[src/rtl/seq_detector_moore_param.sv]
// Moore-style serial pattern detector with a runtime-programmable pattern, length and
// overlap mode, a sample-enable qualifier, and a saturating match counter.
module seq_detector_moore_param #(
   parameter int MAX_LEN = 8,
   parameter int CNT_W   = 8,
   localparam int LEN_W  = $clog2(MAX_LEN + 1)
) (
   input  logic               clock,
   input  logic               reset,
   input  logic               enable,
   input  logic               sequence_in,
   input  logic               cfg_load,
   input  logic [MAX_LEN-1:0] pattern,
   input  logic [LEN_W-1:0]   pattern_len,
   input  logic               overlap_en,
   input  logic               clear_count,
   output logic               detector_out,
   output logic [CNT_W-1:0]   match_count
);

   typedef enum logic [1:0] {DISABLED, FILL, ARMED} state_t;

   state_t             state;
   logic [MAX_LEN-1:0] hist_reg, hist_next, hist_shift, mask;
   logic [LEN_W-1:0]   fill_reg, fill_next, fill_inc;
   logic [MAX_LEN-1:0] cfg_pattern_reg, cfg_pattern_next;
   logic [LEN_W-1:0]   cfg_len_reg, cfg_len_next;
   logic               cfg_overlap_reg, cfg_overlap_next;
   logic               det_reg, det_next;
   logic [CNT_W-1:0]   count_reg, count_next;
   logic               match;

   // Only the low cfg_len history bits take part in the comparison.
   for (genvar gi = 0; gi < MAX_LEN; gi++) begin : g_mask
      assign mask[gi] = (LEN_W'(gi) < cfg_len_reg);
   end

   assign hist_shift = {hist_reg[MAX_LEN-2:0], sequence_in};
   assign fill_inc   = (fill_reg < cfg_len_reg) ? fill_reg + 1'b1 : fill_reg;

   always_comb begin
      if (cfg_len_reg == '0)
         state = DISABLED;
      else if (fill_reg < cfg_len_reg)
         state = FILL;
      else
         state = ARMED;
   end

   always_comb begin
      hist_next        = hist_reg;
      fill_next        = fill_reg;
      cfg_pattern_next = cfg_pattern_reg;
      cfg_len_next     = cfg_len_reg;
      cfg_overlap_next = cfg_overlap_reg;
      match            = 1'b0;

      if (cfg_load) begin
         cfg_pattern_next = pattern;
         cfg_len_next     = (pattern_len > LEN_W'(MAX_LEN)) ? LEN_W'(MAX_LEN) : pattern_len;
         cfg_overlap_next = overlap_en;
         hist_next        = '0;
         fill_next        = '0;
      end else begin
         case (state)
            FILL, ARMED: begin
               if (enable) begin
                  hist_next = hist_shift;
                  match     = (fill_inc >= cfg_len_reg) &&
                              (((hist_shift ^ cfg_pattern_reg) & mask) == '0);
                  // Without overlap the next occurrence must be built from fresh bits.
                  fill_next = (match && !cfg_overlap_reg) ? '0 : fill_inc;
               end
            end
            default: ;
         endcase
      end

      det_next = match;

      if (clear_count)
         count_next = '0;
      else if (match && (count_reg != {CNT_W{1'b1}}))
         count_next = count_reg + 1'b1;
      else
         count_next = count_reg;
   end

   always_ff @(posedge clock or negedge reset) begin
      if (!reset) begin
         hist_reg        <= '0;
         fill_reg        <= '0;
         cfg_pattern_reg <= '0;
         cfg_len_reg     <= '0;
         cfg_overlap_reg <= 1'b0;
         det_reg         <= 1'b0;
         count_reg       <= '0;
      end else begin
         hist_reg        <= hist_next;
         fill_reg        <= fill_next;
         cfg_pattern_reg <= cfg_pattern_next;
         cfg_len_reg     <= cfg_len_next;
         cfg_overlap_reg <= cfg_overlap_next;
         det_reg         <= det_next;
         count_reg       <= count_next;
      end
   end

   assign detector_out = det_reg;
   assign match_count  = count_reg;

endmodule
[config.mk]
export PLATFORM = sky130hd
export DESIGN_NAME = seq_detector_moore_param
export DESIGN_NICKNAME = d
export VERILOG_FILES = /design/src/rtl/seq_detector_moore_param.sv
export SDC_FILE = /design/constraint.sdc
export NUM_CORES = 1
export LEC_CHECK = 0
export CAP_MARGIN = 20
export CORE_ASPECT_RATIO = 1.2
export CORE_MARGIN = 2
export CORE_UTILIZATION = 40
export CTS_CLUSTER_DIAMETER = 50
export DETAILED_ROUTE_END_ITERATION = 7
export HOLD_SLACK_MARGIN = 0.05
export PLACE_DENSITY_LB_ADDON = 0.2
export REMOVE_ABC_BUFFERS = 1
export SYNTH_ARGS = -nofsm -noshare
export SYNTH_HDL_FRONTEND = slang
export SYNTH_SLANG_ARGS = --single-unit
[constraint.sdc]
create_clock -name clock -period 9.6 [get_ports clock]
set_input_delay 1.92 -clock clock [delete_from_list [all_inputs] [get_ports clock]]
set_output_delay 1.92 -clock clock [all_outputs]
set_load 0.005 [all_outputs]
==> implementation parameters <==
Parameter                              Value

Yosys
  Dominant register cell in the synthesized netlist    sky130_fd_sc_hd__dfrtp_1
  Area share of the leading cell type in the synthesized netlist    0.449
  Number of enable-type register cells in the synthesized netlist    0
  Leading post-synthesis cells by instance count    33 x sky130_fd_sc_hd__dfrtp_1, 25 x sky130_fd_sc_hd__nand2_1, 19 x sky130_fd_sc_hd__a21oi_1
  Number of instances in the synthesized netlist    186
  Post-synthesis cell type count    33
  Top-count cell post-synth    sky130_fd_sc_hd__dfrtp_1
  Synth warnings    0
  Synth Cell Area    1840 µm²
  Ys async rst share    1.00
  Dominant cell type by area after synthesis    sky130_fd_sc_hd__dfrtp_1
  Leading post-synthesis cells by cell area    sky130_fd_sc_hd__dfrtp_1 45%, sky130_fd_sc_hd__mux2_2 8.0%, sky130_fd_sc_hd__ha_1 6.1%, sky130_fd_sc_hd__a21oi_1 5.2%, sky130_fd_sc_hd__nand2_1 5.1%
  Post-Synthesis Mean Instance Area    9.90 µm²
  Sequential share of the synthesized area    0.449
  Post-synthesis sequential element count    33

Floorplanning
  Initial core utilization    0.410
  Overall die area    5160 µm²
  Y dimension of the die    78.3 µm
  Core region area    4490 µm²
  FP Rows    27
  Number of placed I/O pins    28
  X dimension of the die    65.9 µm

Clocking
  Number of buffers between clock root and the deepest sink    2
  Clock tree from TritonCTS    done
  Clock sink count    33
  Clock latency on the worst-skew pair    0.29 ns
  Clock-pin slew of the registers on the worst-case setup and hold paths    0.07 ns
  Post-cts hold buffer count    0
  Resize count post-CTS    0
  Root buffer cell    sky130_fd_sc_hd__clkbuf_8
  Total setup buffers inserted after CTS    0
  H-tree lvl count    2
  Clock buffers created by TritonCTS    5

Global route
  Number of global-route vias before repair    1408
  Global-route wire length before repair    6400 µm
  Antenna violations before repair    0
  Residual overflow from global routing    0
  GRT Overall Usage    0.163
  Largest net degree at the start of global routing    34

Layout
  Total Nets Final    242
  Area growth from synthesis to layout    22.5%
  Post-Layout Cell Count    272
  Antenna diode instance count    0
  Fraction of final layout cells with drive strength greater than 1    0.126
  Fill cell total of the finished layout    429

Pwr
  Gate power share    0.176
  Pleak    0.902 nW
  Sw power    0.0885 mW
  Power Dens Cells    141 nW/µm²
  Flop pwr share    0.483
  Switching fraction of total power    0.278
  Clock power share    0.342
  Cell-internal power    0.229 mW
  Worst supply voltage drop on vdd    0.0000788 V

Timing
  Post-Route Skew    0.00592 ns
  Top achievable clock speed    0.272 GHz
  Final number of setup-violating endpoints    0
  Final period util    0.383
  Post-Route Setup TNS    0 ns
  Final critical delay including setup and external delays    3.67 ns
  Setup repair after global routing missed its margin    false
  Relative slew slack    0.671
  Number of endpoints with negative hold slack in the final report    0
  Worst Slack Setup Final    5.93 ns
  Max-slew violation count    0
  Transition time at the pin with the least slew margin    0.494 ns
  Final hold slack    0.535 ns

Drt
  Remaining routing DRC violations    0
  Initial DRC Count    86
  Wirelength per Cell    13.7 µm
  Mean number of vias per cell    5.38
  Number of vias after detailed routing    1463
  Post-DRT Antenna Nets    0
  Length of the first detailed-routing pass in iterations    4
  Final Routed Wirelength    3730 µm

Critical path
  Largest driver fanout on the critical path    13
  Critical Path Start Type    input pin
  Crit path max-delay family    simple AND/OR/NAND/NOR gates
  Data required, critical path    9.80 ns
  Arrival @ worst endpoint    3.88 ns
  Standard cell with the maximum stage delay on the critical path    sky130_fd_sc_hd__or4_1
  Classification of the worst setup path    input pin to flip-flop
  Buffers & Inverters on Critical Path    1
  Slowest stage delay, CP    0.58 ns
  Capturing element type of the critical path    flip-flop
  Critical path, cell by cell    clkdlybuf4s50_1 > and2_1 > nand2b_1 > or4_1 > a21oi_1

Placement
  Sum of net half-perimeters after detailed placement    2590 µm
  Routability congestion estimate from global placement    0.796
  DP Cell Count    265
  Port Buffers    27
  Worst slack after detailed placement    5.64 ns

Run
  Max_cap viols    0

Min path
  Min-Delay Path Class    flip-flop to flip-flop

Run status
  Run status    finished, final reports clean
-- path summary, 6_finish.rpt --
path | depth (start not counted) | slack [ns] | endpoint | start
setup / recovery | 5 | 5.93 | match_count[3] | enable
hold / removal | 1 | 0.53 | cfg_pattern_reg[1] | cfg_pattern_reg[1]
setup reg to reg | 11 | 6.04 | match_count[3] | cfg_len_reg[1]
hold reg to reg | 1 | 0.53 | cfg_pattern_reg[1] | cfg_pattern_reg[1]
max in group asynchronous | 2 | 7.26 | fill_reg[3] | reset
min in group asynchronous | 2 | 2.04 | cfg_len_reg[2] | reset
-- power by group through the flow --
stage	Combinational (mW)	Clock, mW	Sequential [mW]
floorplan	0.0354	0	0.154
global placement	0.0557	0	0.156
detailed placement	0.0564	0	0.156
CTS	0.0568	0.111	0.153
global route	0.0639	0.117	0.155
finish	0.0559	0.109	0.153
-- routing by layer --
metal,vias to the layer above,global-route usage,part of all wire
li1,722,-,-
met1,705,0.210,0.46
met2,30,0.261,0.47
met3,6,0.0430,0.047
met4,0,0.0625,0.018
met5,-,0,0
-- worst reg2reg max path, stage by stage (launching register included) --
cell and delay (ns):
sky130_fd_sc_hd__dfrtp_1 0.43, sky130_fd_sc_hd__inv_1 0.12, sky130_fd_sc_hd__ha_1 0.28, sky130_fd_sc_hd__a2111oi_1 0.46, sky130_fd_sc_hd__or2_2 0.24, sky130_fd_sc_hd__mux2_2 0.37, sky130_fd_sc_hd__ha_1 0.27, sky130_fd_sc_hd__o21ai_0 0.08
sky130_fd_sc_hd__a21oi_1 0.22, sky130_fd_sc_hd__o2111ai_4 0.30, sky130_fd_sc_hd__or4_1 0.55, sky130_fd_sc_hd__a21oi_1 0.18
-- cell type report --
cell class              instances  area [µm²]  area share
repair buffers                 29         285       0.127
clock buffers                   6        82.6      0.0366
multi-input cells             139         958       0.425
flip-flops and latches         33         826       0.366
well taps                      58        72.6      0.0322
inverters                       6        22.5     0.00999
clock inverters                 1        7.51     0.00333
-- per-stage QoR --
step,instance area (µm²),power [mW],utilization
final,2250,0.318,0.502
after global placement,2160,0.212,0.482
after detailed placement,2160,0.212,0.482
after CTS,2250,0.321,0.502
after global routing,2250,0.336,0.502
after floorplan,1810,0.189,-
-- cells by family after synthesis --
group	share of synthesized area
xor+xnor	0.0523
flops	0.449
fa+ha+maj	0.0612
simple gates	0.171
mux	0.0850
compound gates	0.151
buf+inv	0.0306
-- cell usage in the layout (no fill, tap or decap), types with 5 or more instances in the layout --
master,Yosys,final
sky130_fd_sc_hd__o22ai_1,5,5
sky130_fd_sc_hd__dfrtp_1,33,33
sky130_fd_sc_hd__nor2_1,6,6
sky130_fd_sc_hd__xnor2_1,9,9
sky130_fd_sc_hd__clkdlybuf4s50_1,0,27
sky130_fd_sc_hd__or4_1,5,5
sky130_fd_sc_hd__ha_1,9,9
sky130_fd_sc_hd__o31ai_1,5,5
sky130_fd_sc_hd__nand4_1,5,5
sky130_fd_sc_hd__o21ai_0,8,8
sky130_fd_sc_hd__clkbuf_8,0,6
sky130_fd_sc_hd__inv_1,6,6
sky130_fd_sc_hd__a21oi_1,19,19
sky130_fd_sc_hd__mux2_2,13,13
sky130_fd_sc_hd__nand2_1,25,25
(Power assumes the default switching activity.)
